[config.mk]
export PLATFORM = sky130hd
export DESIGN_NAME = ifu32
export DESIGN_NICKNAME = d
export VERILOG_FILES = /design/src/rtl/ifu32.sv
export SDC_FILE = /design/constraint.sdc
export NUM_CORES = 1
export LEC_CHECK = 0
export CAP_MARGIN = 20
export CORE_ASPECT_RATIO = 1.25
export CORE_UTILIZATION = 49
export DETAILED_ROUTE_END_ITERATION = 12
export DONT_BUFFER_PORTS = 1
export HOLD_SLACK_MARGIN = 0.12
export PLACE_DENSITY_LB_ADDON = 0.2
export SLEW_MARGIN = 20
export SYNTH_ARGS = -nofsm -noshare
export SYNTH_HDL_FRONTEND = slang
export SYNTH_SLANG_ARGS = --single-unit
[constraint.sdc]
create_clock -name clk -period 3.15 [get_ports clk]
set_input_delay 0.63 -clock clk [delete_from_list [all_inputs] [get_ports clk]]
set_output_delay 0.63 -clock clk [all_outputs]
set_load 0.05 [all_outputs]
[src/rtl/ifu32.sv]
`default_nettype none
// +----------------------------------------------------------------------------+
// | Module   : ifu32                                                           |
// | Brief    : RV32 instruction fetch unit. Owns the PC, issues one word fetch |
// |            at a time over a valid/ready request channel, registers the     |
// |            returned word with its PC and pre-split decode fields, and      |
// |            hands it downstream over a valid/ready channel. Redirects from  |
// |            execute replace the PC and cause any in-flight fetch to be      |
// |            discarded when it returns.                                      |
// | Revision : 1.0 - initial release                                          |
// +----------------------------------------------------------------------------+
module ifu32 #(
   parameter logic [31:0] RESET_PC = 32'h8000_0000
) (
   input  logic        clk,
   input  logic        rst_n,

   // instruction memory request channel
   output logic        imem_req_valid,
   input  logic        imem_req_ready,
   output logic [31:0] imem_req_addr,

   // instruction memory response channel (no backpressure)
   input  logic        imem_resp_valid,
   input  logic [31:0] imem_resp_data,

   // PC redirect from execute
   input  logic        redirect_valid,
   input  logic [31:0] redirect_pc,

   // decoder-facing instruction channel
   output logic        inst_valid,
   input  logic        inst_ready,
   output logic [31:0] inst,
   output logic [31:0] inst_pc,
   output logic [6:0]  opcode,
   output logic [3:0]  funct3,
   output logic [7:0]  funct7
);

   // IDLE : one cycle after reset before the first request
   // REQ  : request presented to memory, waiting for ready
   // WAIT : request accepted, waiting for the response
   // HOLD : instruction presented to the decoder, waiting for ready
   typedef enum logic [1:0] {
      S_IDLE = 2'd0,
      S_REQ  = 2'd1,
      S_WAIT = 2'd2,
      S_HOLD = 2'd3
   } state_t;

   state_t      state_q, state_d;
   logic [31:0] pc_q, pc_d;
   logic [31:0] inst_q, inst_d;
   logic [31:0] inst_pc_q, inst_pc_d;
   logic        drop_q, drop_d;

   // Redirect target is always word aligned; low two bits are discarded.
   logic [31:0] redirect_tgt;
   assign redirect_tgt = redirect_pc & 32'hFFFF_FFFC;

   // Next-state and datapath updates; redirect overrides the PC last so it
   // wins over the sequential pc+4 advance taken on a captured response.
   always_comb begin
      state_d   = state_q;
      pc_d      = pc_q;
      drop_d    = drop_q;
      inst_d    = inst_q;
      inst_pc_d = inst_pc_q;

      unique case (state_q)
         S_IDLE: begin
            state_d = S_REQ;
         end

         S_REQ: begin
            if (imem_req_ready) begin
               state_d = S_WAIT;
               // A redirect coinciding with acceptance makes this fetch stale.
               drop_d  = redirect_valid;
            end
         end

         S_WAIT: begin
            if (imem_resp_valid) begin
               // Any response leaves WAIT; only a fresh, non-redirected
               // one is captured and handed downstream.
               state_d = S_REQ;
               drop_d  = 1'b0;
               if (!drop_q && !redirect_valid) begin
                  inst_d    = imem_resp_data;
                  inst_pc_d = pc_q;
                  pc_d      = pc_q + 32'd4;
                  state_d   = S_HOLD;
               end
            end else if (redirect_valid) begin
               drop_d = 1'b1;
            end
         end

         S_HOLD: begin
            // Consumption and redirect both release the held instruction.
            if (inst_ready || redirect_valid) begin
               state_d = S_REQ;
            end
         end

         default: begin
            state_d = S_IDLE;
         end
      endcase

      if (redirect_valid) begin
         pc_d = redirect_tgt;
      end
   end

   // State and datapath registers with asynchronous active-low reset.
   always_ff @(posedge clk or negedge rst_n) begin
      if (!rst_n) begin
         state_q   <= S_IDLE;
         pc_q      <= RESET_PC;
         drop_q    <= 1'b0;
         inst_q    <= 32'd0;
         inst_pc_q <= 32'd0;
      end else begin
         state_q   <= state_d;
         pc_q      <= pc_d;
         drop_q    <= drop_d;
         inst_q    <= inst_d;
         inst_pc_q <= inst_pc_d;
      end
   end

   // Handshake valids are pure functions of state; no input feeds an output.
   assign imem_req_valid = (state_q == S_REQ);
   assign imem_req_addr  = pc_q;
   assign inst_valid     = (state_q == S_HOLD);

   assign inst    = inst_q;
   assign inst_pc = inst_pc_q;

   // Decode fields are plain slices of the registered instruction word.
   assign opcode = inst_q[6:0];
   assign funct3 = {1'b0, inst_q[14:12]};
   assign funct7 = {1'b0, inst_q[31:25]};

endmodule
`default_nettype wire

==> metrics.csv, run 1 <==
metric,value,unit
Mapped Area,4530,µm²
RSZ-0062 raised after global routing,false,
Pleak,2.34,nW
Synth Area in XOR/XNOR,0.0387,
fin util,0.542,
Setup Skew,0.0132,ns
Achievable Freq,419,MHz
R2R Path Start,imem_req_addr[5],
CTS tree,built,
n_diodes,0,
#FFs+latches synth,95,
"most used cell, CP",nand4_1,
"Power, Total",0.00540,W
met3 GRT Util,0.0631,
Flop pwr share,0.700,
simple-gate portion of the synthesized area,0.278,
Post-synth ARST share,1.00,
P_sw,0.00312,W
Clock Latency Late Sink,0.36,ns
drt first pass iters,4,
DRT iter0 DRCs,179,
crit-path leading delay family,simple AND/OR/NAND/NOR gates,
sequential-to-total area share from yosys stat,0.526,
setup TNS,0,ns
fraction of layout cells with a size suffix above 1,0.0909,
synth warn,0,
Synth Area in Compound Gates,0.0633,
placed cell area,4580,µm²
final-layout fill cell count,850,
crit-path cells,nand4_1 > nor3_1 > nand4_1 > or3_1 > nand3_1,
max_slew headroom,0.388,
global-route wire length before repair,16600,µm
net count reported at finish,575,
Vias/cell,5.37,
vias in the first global route,3258,
Post-Synth Adder-Cell Area,0.0111,
clock period minus worst slack,2.39,ns
post-synthesis mux area share,0.0141,
"slowest stage cell, crit path",dfrtp_1,
Root Driver,clkbuf_8,
Die X,88.0,µm
Synth area leader,dfrtp_1,
grt total ovfl,0,
Clock Power Share,0.148,
Unique masters post-synth,51,
CP Launch Type,flip-flop,
Switching Share,0.577,
Critical Path End Type,flip-flop,
crit path launch,imem_req_addr[5],
Final HPWL DP,7630,µm
antenna violations before repair,0,
run status,"finished, final reports clean",
Mean Syn Cell Area,8.87,µm²
row count,38,
met1 usage,0.274,
share of the synthesized area in the top cell type,0.520,
Final Max Tran Viols,0,
Main synth FF type,dfrtp_1,
WP buf/inv,0,
drc violations,0,
final setup violation count,0,
most frequent cells after synthesis,"214 x nand2_1, 94 x dfrtp_1, 23 x buf_4, 23 x o21ai_0, 18 x clkbuf_1",
pwr dens,1130,nW/µm²
clock sink count,95,
CP arrival,2.69,ns
WHS,0.178,ns
core region area,8840,µm²
Final ANT Viol Nets,0,
Total GRT Usage,0.230,
critical path class,flip-flop to flip-flop,
worst vdd ir,0.521,mV
Routed wire per std cell,17.2,µm
via count,3361,
area grow syn2layout,5.94,%
Fin. Hold Viols,0,
die area,9630,µm²
GPL Wtd Cong,0.828,
top-count cell post-synth,nand2_1,
main combinational cell family by area after synthesis,simple AND/OR/NAND/NOR gates,
Max Cap Viol,0,
Die Y,109,µm
P_int,0.00229,W
Least-Margin Pin Slew,0.918,ns
max incr delay on CP,0.75,ns
synthesized instance count,510,
number of synthesized flops with an enable pin,0,
CTS Buf Count,9,
Max clock buf depth,2,
Hold WC Path Type,input port to async pin,
Detailed Route WL,10800,µm
# IOs,187,
CTS H-tree depth,3,
input/output buffers,0,
Starting Density,0.512,
combinational cell fraction of total power,0.152,
design area,4790,µm²
met2 usage,0.382,
CP max FO,7,
clock slew at reported path FFs,0.09,ns
GR peak layer,met2,
Final Cycle Share,0.758,
largest net degree at the start of global routing,96,
"top cells by area, synth","dfrtp_1 52%, nand2_1 18%, buf_4 3.8%",
WP data required,3.45,ns
[cell usage in the layout (no fill, tap or decap), types with 2 or more instances in the layout]
cell      synthesis  layout
a21oi_1           4       4
nand4_1          14      14
o21ai_0          23      23
buf_4            23      20
a22oi_1           2       2
mux2i_1           3       3
and4_1            2       2
and3_1            3       3
or3_1             2       2
clkbuf_8          1      10
nor4_4            2       2
o311ai_0          2       2
xnor2_1           5       5
nor4_1            2       2
nor2_1           16      16
nand3_1          14      13
conb_1            1       6
clkbuf_1         18       3
dfrtp_1          94      94
xor2_1           15      15
nand2_1         214     214
mux2_2            3       3
ha_1              4       4
nor3_1            8       7
o311a_1           2       2
inv_1             7       7
[worst reg2reg max path, cell delays in order, from the launching register on]
cell     delay, ns
dfrtp_1       0.75
nand4_1       0.45
nor3_1        0.54
nand4_1       0.18
or3_1         0.33
nand3_1       0.08
[power by group through the flow]
stage | Sequential, W | Clock [W] | Combinational, W
floorplan | 0.00341 | 0 | 0.00113
global placement | 0.00381 | 0 | 0.000760
detailed placement | 0.00382 | 0 | 0.000800
CTS | 0.00379 | 0.000822 | 0.000834
global route | 0.00386 | 0.000873 | 0.000943
finish | 0.00379 | 0.000799 | 0.000820
[final timing paths]
kind                                      to  slack, ns  cells after the start
hold / removal                   inst_pc[24]       0.18                      1
setup reg to reg           imem_req_addr[25]       0.76                      5
max in group asynchronous            inst[8]       2.56                      1
min in group clk           imem_req_addr[14]       0.35                      1
setup / recovery           imem_req_addr[25]       0.76                      5
hold reg to reg                   state_q[0]       0.60                      2
[flip-flops by register name, indices dropped and copies added (netlist names)]
signal,cells
imem_req_addr,30
state_q,2
inst,32
drop_q,1
inst_pc,30
[final cells by class]
type,instances,area [µm²],share of cell area
flip-flops and latches,95,2380,0.496
multi-input cells,366,1870,0.389
repair buffers,21,178,0.0371
well taps,120,150,0.0313
clock buffers,13,149,0.0311
clock inverters,3,42.5,0.00887
inverters,8,30.0,0.00626
[routing by layer]
metal / wire length, µm / vias to the layer above
li1: - / 1629
met2: 5260 / 148
met4: 255 / 0
met1: 4350 / 1566
met3: 907 / 18
met5: 0 / -
[metrics by stage]
stage          cells  setup WS [ns]
2_1_floorplan    515           1.09
4_1_cts          626          0.777
5_1_grt          626          0.637
6_report         626          0.761
3_3_place_gp     609          0.817
3_5_place_dp     609          0.784
[cell families (layout without fill, tap and decap cells)]
| kind of cell | after synthesis | after routing |
|---|---|---|
| AND/OR/NAND/NOR | 285 | 285 |
| flip-flops | 95 | 95 |
| buffers and inverters | 54 | 45 |
| AO/OA/AOI/OAI | 45 | 45 |
| XOR/XNOR | 20 | 20 |
| multiplexers | 6 | 6 |
| adder cells (fa/ha/maj) | 4 | 4 |
| other | 1 | 6 |
[repair_timing]
action                                  CTS  global route
endpoints found under the setup margin    0             0
buffers inserted                          0             0
resized for setup                         0             0
hold buffers                              1             0
hold endpoints to repair                 95             0
(Power assumes the default switching activity.)
==> inputs of run 2 (changes only) <==
- clock period: 3.15 -> 2.2 ns (I/O delays scaled with it)
==> metrics.csv, run 2 (synthesis results as in run 1) <==
metric,value,unit,change
Total GRT Usage,0.235,,was 0.230
largest net degree at the start of global routing,96,,unchanged
Least-Margin Pin Slew,0.663,ns,was 0.918 ns
Register Area,2380,µm²,unchanged
WHS,-0.240,ns,was 0.178 ns
Final Cycle Share,0.936,,was 0.758
input/output buffers,0,,unchanged
Final HPWL DP,7980,µm,was 7630 µm
CTS H-tree depth,3,,unchanged
Detailed Route WL,11200,µm,was 10800 µm
area grow syn2layout,12.7,%,was 5.94%
fraction of layout cells with a size suffix above 1,0.163,,was 0.0909
area of the multi-input gates,1870,µm²,about the same
Final Max Tran Viols,0,,unchanged
Die Y,109,µm,unchanged
failing checks,hold timing,,
"commonest non-fill, non-tap cell in the layout",nand2_1,,unchanged
CTS Buf Count,9,,unchanged
CP Launch Type,flip-flop,,unchanged
"Power, Total",0.00809,W,was 0.00540 W
WP data required,2.48,ns,was 3.45 ns
Achievable Freq,486,MHz,was 419 MHz
"Setup Fix Bufs, Post-CTS",0,,unchanged
Final ANT Viol Nets,0,,unchanged
DRT iter0 DRCs,244,,was 179
Starting Density,0.512,,unchanged
setup TNS,0,ns,unchanged
antenna violations before repair,0,,unchanged
row count,38,,unchanged
# IOs,187,,unchanged
design area,5100,µm²,was 4790 µm²
GPL Wtd Cong,0.864,,was 0.828
drc violations,0,,unchanged
clock sink count,95,,unchanged
Max clock buf depth,2,,unchanged
fin util,0.577,,was 0.542
placed cell area,4890,µm²,was 4580 µm²
final-layout fill cell count,796,,was 850
vias in the first global route,3498,,was 3258
die area,9630,µm²,unchanged
n_diodes,0,,unchanged
max_slew headroom,0.558,,was 0.388
clock slew at reported path FFs,0.09,ns,about the same
Hold WC Path Type,input port to async pin,,unchanged
critical path class,flip-flop to flip-flop,,unchanged
max FFs per register,32,,unchanged
Critical Path End Type,flip-flop,,unchanged
Vias/cell,5.43,,was 5.37
core region area,8840,µm²,unchanged
CTS tree,built,,unchanged
Root Driver,clkbuf_8,,unchanged
grt total ovfl,0,,unchanged
CP arrival,2.34,ns,was 2.69 ns
Routed wire per std cell,16.8,µm,was 17.2 µm
Clock Latency Late Sink,0.37,ns,was 0.36 ns
final setup violation count,0,,unchanged
RSZ-0062 raised after global routing,false,,unchanged
net count reported at finish,614,,was 575
Die X,88.0,µm,unchanged
pwr dens,1590,nW/µm²,was 1130 nW/µm²
Fin. Hold Viols,95,,was 0
run status,"finished, violations left",,"was finished, final reports clean"
CP max FO,6,,was 7
Setup Skew,0.00690,ns,was 0.0132 ns
worst vdd ir,0.585,mV,was 0.521 mV
drt first pass iters,6,,was 4
"commonest non-fill, non-tap cells in the layout","214 x nand2_1, 94 x dfrtp_1, 59 x buf_4, 23 x o21ai_0, 16 x nor2_1",,"was 214 x nand2_1, 94 x dfrtp_1, 23 x o21ai_0, 20 x buf_4, 16 x nor2_1"
Pleak,2.55,nW,was 2.34 nW
clock period minus worst slack,2.06,ns,was 2.39 ns
Max Cap Viol,0,,unchanged
via count,3611,,was 3361
global-route wire length before repair,17100,µm,was 16600 µm
run 2: repair_timing:
item                                    CTS  global route
endpoints found under the setup margin    0             1
endpoints found under the hold margin    95            95
gates resized for setup                   0             1
run 2: power breakdown:
group          internal [W]  switching (W)  total, W
sequential          0.00233        0.00177   0.00411
clock              0.000586       0.000612   0.00120
combinational      0.000657        0.00212   0.00278
run 2: through the flow:
| stage | worst slack, ns | std cells |
|---|---|---|
| 4_1_cts | 0.165 | 665 |
| 2_1_floorplan | 0.144 | 515 |
| 6_report | 0.141 | 665 |
| 3_3_place_gp | 0.197 | 649 |
| 3_5_place_dp | 0.191 | 649 |
| 5_1_grt | 0.0141 | 665 |
run 2: worst max-delay path, cell delays in order, from the launching register on:
cell      delay [ns]
dfrtp_1         0.41
inv_1           0.09
ha_1            0.16
nand3b_1        0.30
nor4_4          0.55
nand3_1         0.15
xor2_1          0.16
o21ai_0         0.17
run 2: routing by layer:
layer,part of all wire,global-route usage,up-vias
li1,-,-,1710
met1,0.41,0.281,1736
met2,0.50,0.394,146
met3,0.073,0.0578,19
met4,0.021,0.114,0
met5,0,0,-
run 2: final timing paths:
path                                     start           endpoint  slack [ns]  cells past startpoint
worst max-delay path                state_q[0]  imem_req_addr[15]        0.14                      7
worst min register to register         inst[3]            inst[3]        0.48                      2
max in group asynchronous                rst_n  imem_req_addr[31]        2.24                      0
worst max register to register      state_q[0]  imem_req_addr[15]        0.14                      7
worst min-delay path                     rst_n           inst[18]       -0.24                      0
min in group clk                redirect_valid  imem_req_addr[14]        0.16                      1
run 2: cell type report:
class / instances / area share
flip-flops and latches: 95 / 0.466
multi-input cells: 366 / 0.367
repair buffers: 60 / 0.0908
clock buffers: 11 / 0.0297
well taps: 120 / 0.0294
clock inverters: 5 / 0.0110
inverters: 8 / 0.00589
